## src/rtl/queue_fifo_pkg.sv

```systemverilog
// Shared constants for the queue FIFO: default geometry and pointer width.
package queue_fifo_pkg;

  localparam int unsigned DefaultDataWidth = 8;
  localparam int unsigned DefaultAddrBits  = 4;

  // Pointers carry one extra wrap bit above the storage address.
  localparam int unsigned DefaultPtrWidth  = DefaultAddrBits + 1;

  typedef logic [DefaultPtrWidth-1:0] defaultPtrT;

endpackage : queue_fifo_pkg

```

## src/rtl/queue_fifo_ptr_compare.sv

```systemverilog
// Equality check between two pointer (or pointer-slice) values.
module ptr_compare #(
  parameter int unsigned Width = 5
) (
  input  logic [Width-1:0] a_i,
  input  logic [Width-1:0] b_i,
  output logic             equal_o
);

  // Pure combinational compare, used both for full pointers and address slices.
  always_comb begin
    equal_o = (a_i == b_i);
  end

endmodule : ptr_compare

```

## src/rtl/queue_fifo.sv

```systemverilog
// Synchronous FIFO queue with wrap-bit pointers, registered read data and
// one-cycle overflow/underflow pulses.
module queue_fifo
  import queue_fifo_pkg::*;
#(
  parameter int unsigned DataWidth = DefaultDataWidth,
  parameter int unsigned AddrBits  = DefaultAddrBits
) (
  input  logic                 clk,
  input  logic                 rst_n,
  input  logic                 WriteEn,
  input  logic [DataWidth-1:0] DataIn,
  input  logic                 ReadEn,
  output logic [DataWidth-1:0] DataOut,
  output logic                 DataValid,
  output logic                 Full,
  output logic                 Empty,
  output logic [AddrBits:0]    Count,
  output logic                 Overflow,
  output logic                 Underflow
);

  localparam int unsigned PtrWidth = AddrBits + 1;
  localparam int unsigned Depth    = 1 << AddrBits;

  logic [DataWidth-1:0] mem_q [Depth];

  logic [PtrWidth-1:0]  wrPtr_q, wrPtr_d;
  logic [PtrWidth-1:0]  rdPtr_q, rdPtr_d;
  logic [DataWidth-1:0] dataOut_q, dataOut_d;
  logic                 dataValid_q, dataValid_d;
  logic                 overflow_q, overflow_d;
  logic                 underflow_q, underflow_d;

  logic                 ptrEqual;
  logic                 addrEqual;
  logic                 wrAccept;
  logic                 rdAccept;

  logic [AddrBits-1:0]  wrAddr;
  logic [AddrBits-1:0]  rdAddr;

  assign wrAddr = wrPtr_q[AddrBits-1:0];
  assign rdAddr = rdPtr_q[AddrBits-1:0];

  ptr_compare #(
    .Width (PtrWidth)
  ) u_emptyCompare (
    .a_i     (wrPtr_q),
    .b_i     (rdPtr_q),
    .equal_o (ptrEqual)
  );

  ptr_compare #(
    .Width (AddrBits)
  ) u_addrCompare (
    .a_i     (wrAddr),
    .b_i     (rdAddr),
    .equal_o (addrEqual)
  );

  // Status flags decode straight from the registered pointers.
  always_comb begin
    Empty = ptrEqual;
    Full  = addrEqual && (wrPtr_q[AddrBits] != rdPtr_q[AddrBits]);
    Count = wrPtr_q - rdPtr_q;
  end

  // Acceptance rules: a full queue still takes a write when a read frees a slot.
  always_comb begin
    wrAccept = WriteEn && (!Full || ReadEn);
    rdAccept = ReadEn && !Empty;
  end

  // Next-state for pointers, read data and the pulse flags.
  always_comb begin
    wrPtr_d     = wrPtr_q;
    rdPtr_d     = rdPtr_q;
    dataOut_d   = dataOut_q;
    dataValid_d = 1'b0;
    overflow_d  = WriteEn && Full && !ReadEn;
    underflow_d = ReadEn && Empty;
    if (wrAccept) begin
      wrPtr_d = wrPtr_q + 1'b1;
    end
    if (rdAccept) begin
      rdPtr_d     = rdPtr_q + 1'b1;
      dataOut_d   = mem_q[rdAddr];
      dataValid_d = 1'b1;
    end
  end

  // Control and output registers; reset empties the queue asynchronously.
  always_ff @(posedge clk or negedge rst_n) begin
    if (!rst_n) begin
      wrPtr_q     <= '0;
      rdPtr_q     <= '0;
      dataOut_q   <= '0;
      dataValid_q <= 1'b0;
      overflow_q  <= 1'b0;
      underflow_q <= 1'b0;
    end else begin
      wrPtr_q     <= wrPtr_d;
      rdPtr_q     <= rdPtr_d;
      dataOut_q   <= dataOut_d;
      dataValid_q <= dataValid_d;
      overflow_q  <= overflow_d;
      underflow_q <= underflow_d;
    end
  end

  // Storage array is deliberately left out of reset.
  always_ff @(posedge clk) begin
    if (wrAccept) begin
      mem_q[wrAddr] <= DataIn;
    end
  end

  assign DataOut   = dataOut_q;
  assign DataValid = dataValid_q;
  assign Overflow  = overflow_q;
  assign Underflow = underflow_q;

endmodule : queue_fifo

```

## config.mk

```make
export PLATFORM = sky130hd
export DESIGN_NAME = queue_fifo
export DESIGN_NICKNAME = d
export VERILOG_FILES = /design/src/rtl/queue_fifo_pkg.sv /design/src/rtl/queue_fifo_ptr_compare.sv /design/src/rtl/queue_fifo.sv
export SDC_FILE = /design/constraint.sdc
export NUM_CORES = 1
export LEC_CHECK = 0
export BUFFER_PORTS_ARGS = -buffer_cell sky130_fd_sc_hd__buf_2
export CAP_MARGIN = 0
export CORE_MARGIN = 8
export CORE_UTILIZATION = 45
export CTS_BUF_LIST = sky130_fd_sc_hd__clkbuf_16
export CTS_CLUSTER_DIAMETER = 50
export DETAILED_ROUTE_END_ITERATION = 8
export GPL_TIMING_DRIVEN = 0
export PLACE_DENSITY_LB_ADDON = 0.2
export RECOVER_POWER = 100
export SLEW_MARGIN = 40
export SYNTH_ARGS = -nofsm -noshare
export SYNTH_HDL_FRONTEND = slang
export SYNTH_SLANG_ARGS = --single-unit
```

## constraint.sdc

```tcl
create_clock -name clk -period 3.1 [get_ports clk]
set_input_delay 0.62 -clock clk [delete_from_list [all_inputs] [get_ports clk]]
set_output_delay 0.62 -clock clk [all_outputs]
set_load 0.005 [all_outputs]
```

# Word-level counts from Yosys, hierarchy flattened
# Memory sizes are Yosys's and may differ from the RTL's. A register that Yosys moved wholly into a read port is not among the register bits.
# Cells that the tools add are included.
[op_classes]
addsub = 3
eq_ne = 3
n_mux = 3
n_reduce_logical = 11
[ops]
columns = ["op", "n"]
rows = [
  ["$add 5x1->5 const B", 2],
  ["$logic_and 1x1->1", 6],
  ["$eq 5x5->1", 1],
  ["$sub 5x5->5", 1],
  ["$eq 4x4->1", 1],
  ["$logic_not 1->1", 4],
  ["$mux 1", 3],
  ["$logic_or 1x1->1", 1],
  ["$ne 1x1->1", 1],
]
[totals]
ff_bits = 13
mem_bits_rw = 128
out_inout_bits = 18
wordCells = 26
mem_count = 1
[memory_table]
columns = ["memory", "words", "word_bits", "read_ports", "rd_clocked_by_memory_dff", "wr", "line", "rtl"]
rows = [
  ["mem_q", 16, 8, 1, 1, 1, "queue_fifo.sv:26", "logic [DataWidth-1:0] mem_q [Depth];"],
]

# Longest topological paths before layout
# Gate-level depths: netlist of the first run.
[logic_depth]
ltp_word = 7
depth_mapped = 9

# Cells and area by module
# A second synthesis of the first run with hierarchy kept.
[hier_totals]
cells_unflattened = 399
area_unflattened_um2 = 6203.4
[modules_own_cells]
columns = ["module", "instances", "cells_each", "area_each_um2", "seq_area_each_um2"]
rows = [
  ["queue_fifo", 1, 387, 6097.1, 4369.2],
  ["ptr_compare (u_emptyCompare)", 1, 7, 58.8, 0.0],
  ["ptr_compare (u_addrCompare)", 1, 5, 47.5, 0.0],
]

# Worst setup path after synthesis of the first run
# OpenSTA, ideal clock, no wires.
[synth_timing]
path_kind = "register to output"
startpoint = "register rdPtr_q[1]"
endpoint = "output port Count[4]"
arrival_ns = 1.751
required_ns = 2.480
setup_slack_ns = 0.729
stages_incl_launch_ff = 8
path_buffers = 2
cell_sequence = "dfrtp_1 -> buf_4 -> buf_2 -> inv_1 -> fa_1 -> a21o_1 -> a21oi_1 -> xnor2_1"
[synth_between]
elab_chain_cells = 1
[synth_rtl]
columns = ["item", "line", "rtl"]
rows = [
  ["start: declaration", "queue_fifo.sv:29", "logic [PtrWidth-1:0] rdPtr_q, rdPtr_d;"],
  ["start signal: assignment", "queue_fifo.sv:104", "rdPtr_q <= rdPtr_d;"],
  ["$sub 5x5->5", "queue_fifo.sv:66", "Count = wrPtr_q - rdPtr_q;"],
  ["end: declaration", "queue_fifo.sv:18", "output logic [AddrBits:0] Count,"],
]
# Every way passes these cells.

# Worst setup path after layout of the first run
# Ends and elaborated chain as after synthesis.

==> impl_metrics.toml, run 1 <==
[floorplan]
die_w_um = 132
core_sq_mm = 0.0132
die-area_sq_mm = 0.0174
die_h_um = 132
pin_count = 30
start_util = 0.457
std_cell_rows = 42

[worst_setup_path]
critPathMaxFanout = 17
crit_path_max_incr_delay_ps = 470
worstPathArrival_ps = 2300
path_cells = "buf_4 > inv_1 > fa_1 > a21o_1 > a21oi_1 > xnor2_1 > clkbuf_1"
worstSetupPathType = "reg2out"
crit_slowest_cell = "fa_1"
r2r_slack_ps = 240
worstSetupStartpointType = "register"
cp.required_ps = 2480
end_kind = "primary output"

[clock_tree]
cts_buffers = 17
cts_resized = 0
root_buffer = "clkbuf_16"
cts_tree = "yes"
clock_path_buffers = 2
worstSkewPairLatency_ps = 410
cts.sinks = 149
cts.clk_slew.worst_paths_ps = 60
cts-htree-levels = 4

[sta]
finalHoldViolCount = 0
tightest_slew_ps = 1130
finalWorstPathRequiredPeriod_ps = 2920
rsz0062_at_grt = "no"
tns_ps = 0
relSlewSlack = 0.243
setup_viol = 0
worst_hold_slack_ps = 412
fmax_ghz = 0.342
slew_violations = 0
fin_skew_ps = 6.97
post-route-period-util = 0.943

[finish]
seqCellArea_sq_mm = 0.00437
final_cell_mix = "edfxtp_1, mux2i_1, clkbuf_1"
fin_cells = 589
num-fill-cells = 1081
syn_to_final_growth_pct = 16.2
drive_above_1_share = 0.133
multiInputGateArea_sq_mm = 0.00153
nets = 422
antenna_cells = 0
layout_commonest_cell = "edfxtp_1"

[synth]
syn_area_sq_mm = 0.00603
synth_warnings = 0
async_flop_share = 0.141
ys_types = 40
postSynthNetCount = 376
ys_ff_latch = 149
postSynthAreaPerCell_sq_um = 17.0
netlist_instances = 354
synth_edf_count = 128
seq_area_frac_synth = 0.724
ys.flop_type = "edfxtp_1"

[power_and_ir_drop]
ir_drop_uv = 532
powerDensity_mw_per_mm2 = 996
p_leak_nw = 2.47

[global_route]
grtUsageTotal = 0.150
antenna_found_initial = 0
met2_usage = 0.225
grt_pass1_vias = 3274
overflow = 0
grtUsageMet1 = 0.206
grt_max_degree = 22
grt_first_pass_wirelength_mm = 19.5
grt_util_met3 = 0.0370
grt_busiest_layer = "met2"

[placement]
dp.cells = 559
place.port_buffers = 29
dpl.hpwl_mm = 8.27
gp_congestion = 0.764

[route]
route.detailed.drc = 0
drtAntennaViolNets = 0
drtIter0Drc = 232
routedWlPerCell_um = 21.1
dr_total_vias = 3176
vias_per_cell = 5.39
drtPass1Iterations = 5
routed_wl_mm = 12.4

[hold_path]
hp-class = "in2async"

[outcome]
status = "complete, no violations"

[job]
maxCapViolCount = 0
==> report_power, final <==
group | total, mW | internal, mW | switching [mW]
Clock | 2.27 | 1.50 | 0.765
Combinational | 2.07 | 0.849 | 1.22
Sequential | 2.65 | 2.48 | 0.168
Total | 6.99 | 4.83 | 2.15
==> metrics by stage <==
step | util | worst slack, ps | area [sq um] | power [mW]
final | 0.532 | 175 | 7010 | 6.99
after global routing | 0.532 | 15.0 | 7010 | 7.34
after CTS | 0.535 | 110 | 7060 | 7.11
after detailed placement | 0.485 | 103 | 6400 | 4.84
after global placement | 0.485 | 165 | 6400 | 4.79
after floorplan | - | 729 | 6030 | 4.09
==> path summary, 6_finish.rpt <==
| kind | to | start | cells past startpoint |
|---|---|---|---|
| setup reg to reg | DataOut[0]$_DFFE_PN0P_ | rdPtr_q[1]$_DFFE_PN0P_ | 8 |
| min in group clk | Overflow$_DFF_PN0_ | ReadEn | 2 |
| setup / recovery | Count[4] | rdPtr_q[1]$_DFFE_PN0P_ | 7 |
| max in group asynchronous | rdPtr_q[0]$_DFFE_PN0P_ | rst_n | 1 |
| hold / removal | wrPtr_q[0]$_DFFE_PN0P_ | rst_n | 1 |
| hold reg to reg | rdPtr_q[4]$_DFFE_PN0P_ | rdPtr_q[4]$_DFFE_PN0P_ | 1 |
==> flip-flops by register name, summed over array words and instances, names as in the netlist <==
signal,flops
Overflow,1
DataValid,1
wrPtr_q,5
DataOut,8
rdPtr_q,5
Underflow,1
mem_q,128
==> final cells by class <==
class,instances,area share
Buffer,13,0.0125
Clock inverter,15,0.0339
Clock buffer,17,0.0607
Sequential cell,149,0.623
Timing Repair Buffer,29,0.0166
Inverter,7,0.00375
Multi-Input combinational cell,183,0.218
Tap cell,176,0.0314
==> worst max-delay path: cells and delay by family (launching register included) <==
kind,cells,cell delay [ps]
AO/OA/AOI/OAI,2,360
XOR/XNOR,1,130
adder cells (fa/ha/maj),1,470
buffers and inverters,3,590
flip-flops,1,350
==> cells by family after synthesis <==
group	after synthesis	share of synthesized area
simple gates	56	0.0500
fa+ha+maj	10	0.0220
mux	56	0.110
compound gates	49	0.0543
flops	149	0.724
xor+xnor	12	0.0187
buf+inv	22	0.0207
==> synth_stat cells (all sizes together) (7+ instances only) <==
cell type	instances	share of area
dfrtp	21	0.087
xnor2	9	0.014
ha	9	0.019
nor2	19	0.012
a221oi	8	0.012
o21ai	10	0.0083
and2	16	0.017
mux4	8	0.030
mux2i	48	0.080
edfxtp	128	0.64
inv	7	0.0044
a31oi	8	0.0083
buf	14	0.016
o22ai	16	0.017
==> per-layer routing <==
metal / vias to the layer above / routed length, um
met5: - / 0
met4: 0 / 269
met3: 15 / 689
met2: 101 / 5920
met1: 1575 / 5560
li1: 1485 / -
==> repair_timing <==
| item | CTS | global route |
|---|---|---|
| pin swaps | 0 | 0 |
| endpoints found under the setup margin | 1 | 78 |
| setup buffers | 0 | 0 |
| hold buffers | 0 | 0 |
(Power assumes the default switching activity.)
==> run 2, diff against run 1 <==
--- a/config.mk
+++ b/config.mk
@@ -7,7 +7,7 @@
 export LEC_CHECK = 0
 export BUFFER_PORTS_ARGS = -buffer_cell sky130_fd_sc_hd__buf_2
 export CAP_MARGIN = 0
-export CORE_MARGIN = 8
+export CORE_MARGIN = 1
 export CORE_UTILIZATION = 45
 export CTS_BUF_LIST = sky130_fd_sc_hd__clkbuf_16
 export CTS_CLUSTER_DIAMETER = 50
==> run 2 against run 1 <==
Global-route usage rose by 4.1 points. Wire length fell by 1.0%. Maximum frequency fell by 1.1%. Cell count fell by 0.68%. Die area fell by 20%. Sequential share of layout area rose by 1.4 points. Flip-flop and latch count did not move. Clock-buffer cell count did not move. Utilization rose by 0.34 points. Combinational power barely moved. First-iteration DRC count fell by 29%. Worst setup slack got worse by 33 ps. Critical path type unchanged. Critical endpoint unchanged.
==> impl_metrics.toml, run 2 (synthesized netlist as in run 1, its figures left out) <==
[floorplan]
die_w_um = 118
std_cell_rows = 41
start_util = 0.470
die_h_um = 118
pin_count = 30
core_sq_mm = 0.0128
die-area_sq_mm = 0.0139

[finish]
drive_above_1_share = 0.157
top_register = "mem_q"
final_cell_mix = "edfxtp_1, mux2i_1, dfrtp_1"
largest_register_ffs = 128
fin_cells = 585
layout_commonest_cell = "edfxtp_1"
antenna_cells = 0
final_core_util = 0.535
nets = 423
syn_to_final_growth_pct = 13.7

[sta]
post-route-period-util = 0.954
finalWorstPathRequiredPeriod_ps = 2960
relSlewSlack = 0.216
tns_ps = 0
finalWorstSetupSlack_ps = 142
fmax_ghz = 0.338
slew_violations = 0
finalHoldViolCount = 0
fin_skew_ps = 8.68
tightest_slew_ps = 1180
rsz0062_at_grt = "no"
setup_viol = 0

[worst_setup_path]
worstPathArrival_ps = 2340
worstSetupStartpointType = "register"
crit_path_max_incr_delay_ps = 480
crit_family = "buffers and inverters"
r2r_slack_ps = 180
ff2ff_path_depth = 8
critPathMaxFanout = 17
worstSetupPathType = "reg2out"
reg2reg_from = "rdPtr_q[3]$_DFFE_PN0P_"
path_cells = "buf_4 > inv_1 > fa_1 > a21o_1 > a21oi_1 > xnor2_1 > clkbuf_2"
crit_slowest_cell = "fa_1"
end_kind = "primary output"
crit_buf_inv = 3
cp.required_ps = 2480
timing.rr.end = "mem_q[10][2]$_DFFE_PP_"

[route]
vias_per_cell = 5.42
drtPass1Iterations = 4
drtIter0Drc = 164
routedWlPerCell_um = 21.0
routed_wl_mm = 12.3
drtAntennaViolNets = 0
dr_total_vias = 3171
route.detailed.drc = 0

[global_route]
grt_max_degree = 22
overflow = 0
grtUsageTotal = 0.192
grt_first_pass_wirelength_mm = 18.9
antenna_found_initial = 0
grt_pass1_vias = 3266

[outcome]
status = "complete, no violations"

[clock_tree]
cts_hold_buf = 0
cts.clk_slew.worst_paths_ps = 60
post_cts_buffers = 0
cts.sinks = 149
cts-htree-levels = 4
cts_tree = "yes"
cts_buffers = 17
clock_path_buffers = 2
root_buffer = "clkbuf_16"
worstSkewPairLatency_ps = 430

[power_and_ir_drop]
ir_drop_uv = 423
swShare = 0.325
p_int_mw = 4.35
pwr-share-seq = 0.410
switching_power_mw = 2.09
powerDensity_mw_per_mm2 = 938
p_leak_nw = 2.46
power_mw = 6.44
comb_power_share = 0.325
clockPowerShare = 0.265

[placement]
gp_congestion = 0.763
place.port_buffers = 29
dp.cells = 555
pre_cts_ws_ps = 76.0
dpl.hpwl_mm = 8.06

[hold_path]
hp-class = "in2async"

[job]
maxCapViolCount = 0
-- run 2: worst max-delay path by stage --
stage | from | endpoint | slack [ps] | depth (start not counted)
6_report | rdPtr_q[1]$_DFFE_PN0P_ | Count[4] | 140 | 7
5_1_grt | rdPtr_q[3]$_DFFE_PN0P_ | mem_q[11][1]$_DFFE_PP_ | 2 | 8
4_1_cts | rdPtr_q[3]$_DFFE_PN0P_ | mem_q[10][2]$_DFFE_PP_ | 80 | 8
3_5_place_dp | rdPtr_q[1]$_DFFE_PN0P_ | mem_q[10][7]$_DFFE_PP_ | 80 | 8
3_3_place_gp | rdPtr_q[1]$_DFFE_PN0P_ | mem_q[4][4]$_DFFE_PP_ | 120 | 8
2_1_floorplan | rdPtr_q[1]$_DFFE_PN0P_ | Count[4] | 730 | 7
-- run 2: metal layers --
metal | routed length (um) | GRT usage | vias to the layer above
met1 | 5840 | 0.263 | 1583
met4 | 289 | 0.0905 | 0
li1 | - | - | 1483
met3 | 555 | 0.0441 | 24
met2 | 5620 | 0.289 | 81
met5 | 0 | 0 | -
-- run 2: through the flow --
step	area, sq um	hold slack [ps]
6_report	6860	411
4_1_cts	6870	171
3_3_place_gp	6390	512
2_1_floorplan	6030	324
3_5_place_dp	6390	517
5_1_grt	6860	441
-- run 2: power groups by stage --
stage / Sequential (mW) / Combinational (mW) / Clock (mW)
after floorplan: 2.64 / 1.46 / 0
after global placement: 2.67 / 2.10 / 0
after detailed placement: 2.68 / 2.13 / 0
after CTS: 2.65 / 2.13 / 1.72
after global routing: 2.67 / 2.29 / 1.79
final: 2.64 / 2.09 / 1.70
-- run 2: cell type report --
class / count / area, sq um
clock inverter: 14 / 60.1
sequential: 149 / 4370
buffer: 14 / 93.8
fill: 1093 / 5960
multi-input combinational: 183 / 1550
tap: 172 / 215
clock buffer: 17 / 425
inverter: 7 / 26.3
timing repair buffer: 29 / 128
-- run 2: what timing repair did --
action / 4_1_cts / 5_1_grt
resized for setup: 0 / 8
hold endpoints to repair: 0 / 0
cloned: 0 / 0
setup endpoints to repair: 2 / 64
==> run 3, diff against run 2 <==
--- a/config.mk
+++ b/config.mk
@@ -8,13 +8,14 @@
 export BUFFER_PORTS_ARGS = -buffer_cell sky130_fd_sc_hd__buf_2
 export CAP_MARGIN = 0
 export CORE_MARGIN = 1
-export CORE_UTILIZATION = 45
+export CORE_UTILIZATION = 58
 export CTS_BUF_LIST = sky130_fd_sc_hd__clkbuf_16
 export CTS_CLUSTER_DIAMETER = 50
 export DETAILED_ROUTE_END_ITERATION = 8
 export GPL_TIMING_DRIVEN = 0
 export PLACE_DENSITY_LB_ADDON = 0.2
 export RECOVER_POWER = 100
+export REMOVE_ABC_BUFFERS = 1
 export SLEW_MARGIN = 40
 export SYNTH_ARGS = -nofsm -noshare
 export SYNTH_HDL_FRONTEND = slang
==> run 3 against run 2 <==
Non-clock buffer count down 7. First-iteration DRC count up 51%. Die area down 22%. Total power up 5.6%. Clock skew down 1.1 ps. Global-route usage up 4.4 points. Utilization up 16 points. Combinational power down 3%. Flip-flop and latch count unchanged. Critical endpoint is now mem_q[13][5]$_DFFE_PP_.
==> impl_metrics.toml, run 3 (synthesized netlist as in run 1, its figures left out) <==
[route]
routedWlPerCell_um = 21.9
dr_total_vias = 3226
route.detailed.drc = 0
drtPass1Iterations = 5
drtAntennaViolNets = 0
routed_wl_mm = 11.8
drtIter0Drc = 248
vias_per_cell = 5.97

[global_route]
overflow = 0
antenna_found_initial = 0
grt_pass1_vias = 3289
grt_first_pass_wirelength_mm = 18.3
grtUsageTotal = 0.236
grt_max_degree = 35

[hold_path]
hp-class = "in2reg"

[worst_setup_path]
worstSetupStartpointType = "register"
worstSetupPathType = "reg2reg"
end_kind = "register"
worstPathArrival_ps = 3000
critPathMaxFanout = 10
cp.required_ps = 3140

[finish]
syn_to_final_growth_pct = 14.7
final_cell_mix = "edfxtp_1, mux2i_1, dfrtp_1"
seqCellArea_sq_mm = 0.00438
final_core_util = 0.698
drive_above_1_share = 0.140
largest_register_ffs = 128
layout_commonest_cell = "edfxtp_1"
num-fill-cells = 668
nets = 416
top_register = "mem_q"
multiInputGateArea_sq_mm = 0.00154
antenna_cells = 0
layout.cell_area.non_filler_sq_mm = 0.00692

[sta]
fin_skew_ps = 7.55
tightest_slew_ps = 1320
setup_viol = 0
finalWorstPathRequiredPeriod_ps = 2960
fmax_ghz = 0.338
worst_hold_slack_ps = 448
slew_violations = 0
relSlewSlack = 0.123
finalHoldViolCount = 0
rsz0062_at_grt = "no"
tns_ps = 0
post-route-period-util = 0.955

[floorplan]
pin_count = 30
core_sq_mm = 0.00991
die-area_sq_mm = 0.0108
die_w_um = 104
die_h_um = 104
start_util = 0.609
std_cell_rows = 36

[clock_tree]
cts-htree-levels = 4
clock_path_buffers = 2
root_buffer = "clkbuf_16"
cts_hold_buf = 0
worstSkewPairLatency_ps = 410
cts.clk_slew.worst_paths_ps = 60
cts_buffers = 17
cts_tree = "yes"
cts.sinks = 149

[placement]
dpl_cell_area_sq_mm = 0.00628
place.port_buffers = 29
dpl.hpwl_mm = 7.15
gp_congestion = 0.830

[power_and_ir_drop]
ir_drop_uv = 803
p_leak_nw = 2.48
powerDensity_mw_per_mm2 = 982
power_mw = 6.80

[job]
maxCapViolCount = 0

[outcome]
status = "complete, no violations"
## run 3: cell count changes in the layout (fill, tap and decap cells not counted), moves of 4 or more
cell | previous run | this run
bufinv_16 | 0 | 4
buf_2 | 17 | 12
and2_2 | 8 | 0
clkbuf_2 | 4 | 0
and2_1 | 8 | 14
## run 3: stage by stage
step	worst slack, ps	std cells
after floorplan	-268	339
after global placement	-1240	501
after detailed placement	222	502
after CTS	90.8	536
after global routing	17.7	540
final	138	540
## run 3: layout make-up
cell class | count | area share
clock inverter | 15 | 0.0251
timing repair buffer | 36 | 0.0313
multi-input combinational | 183 | 0.222
tap | 133 | 0.0240
inverter | 7 | 0.00380
sequential | 149 | 0.632
clock buffer | 17 | 0.0615
## run 3: worst paths after layout
kind	depth (start not counted)	to	slack [ps]	startpoint
worst max register to register	6	mem_q[13][5]$_DFFE_PP_	140	rdPtr_q[2]$_DFFE_PN0P_
min in group asynchronous	1	wrPtr_q[0]$_DFFE_PN0P_	490	rst_n
worst max-delay path	6	mem_q[13][5]$_DFFE_PP_	140	rdPtr_q[2]$_DFFE_PN0P_
worst min register to register	1	rdPtr_q[4]$_DFFE_PN0P_	530	rdPtr_q[4]$_DFFE_PN0P_
worst min-delay path	2	Overflow$_DFF_PN0_	450	ReadEn
max in group asynchronous	1	rdPtr_q[1]$_DFFE_PN0P_	1670	rst_n
## run 3: power by group
group	internal (mW)	total (mW)	leakage [nW]	switching [mW]
combinational	0.891	2.03	0.770	1.14
sequential	2.49	2.70	1.40	0.212
clock	1.33	2.06	0.307	0.738
total	4.71	6.80	2.48	2.09
## run 3: timing repair
| action | in CTS | in global routing |
|---|---|---|
| buffers inserted | 2 | 4 |
| pin swaps | 0 | 0 |
| gates resized for setup | 1 | 0 |
| endpoints found under the setup margin | 1 | 1 |
## run 3: worst max-delay path, stage by stage (launching register included)
cell and delay [ps]:
dfrtp_1 550, inv_1 270, ha_1 430, nand4_1 180, o31a_1 300, and3_1 240
and2_0 610
## run 3: metal layers
layer	vias up	track usage	part of all wire
met4	0	0.126	0.020
met2	111	0.385	0.51
met1	1635	0.308	0.41
met3	20	0.0370	0.059
li1	1460	-	-
met5	-	0	0
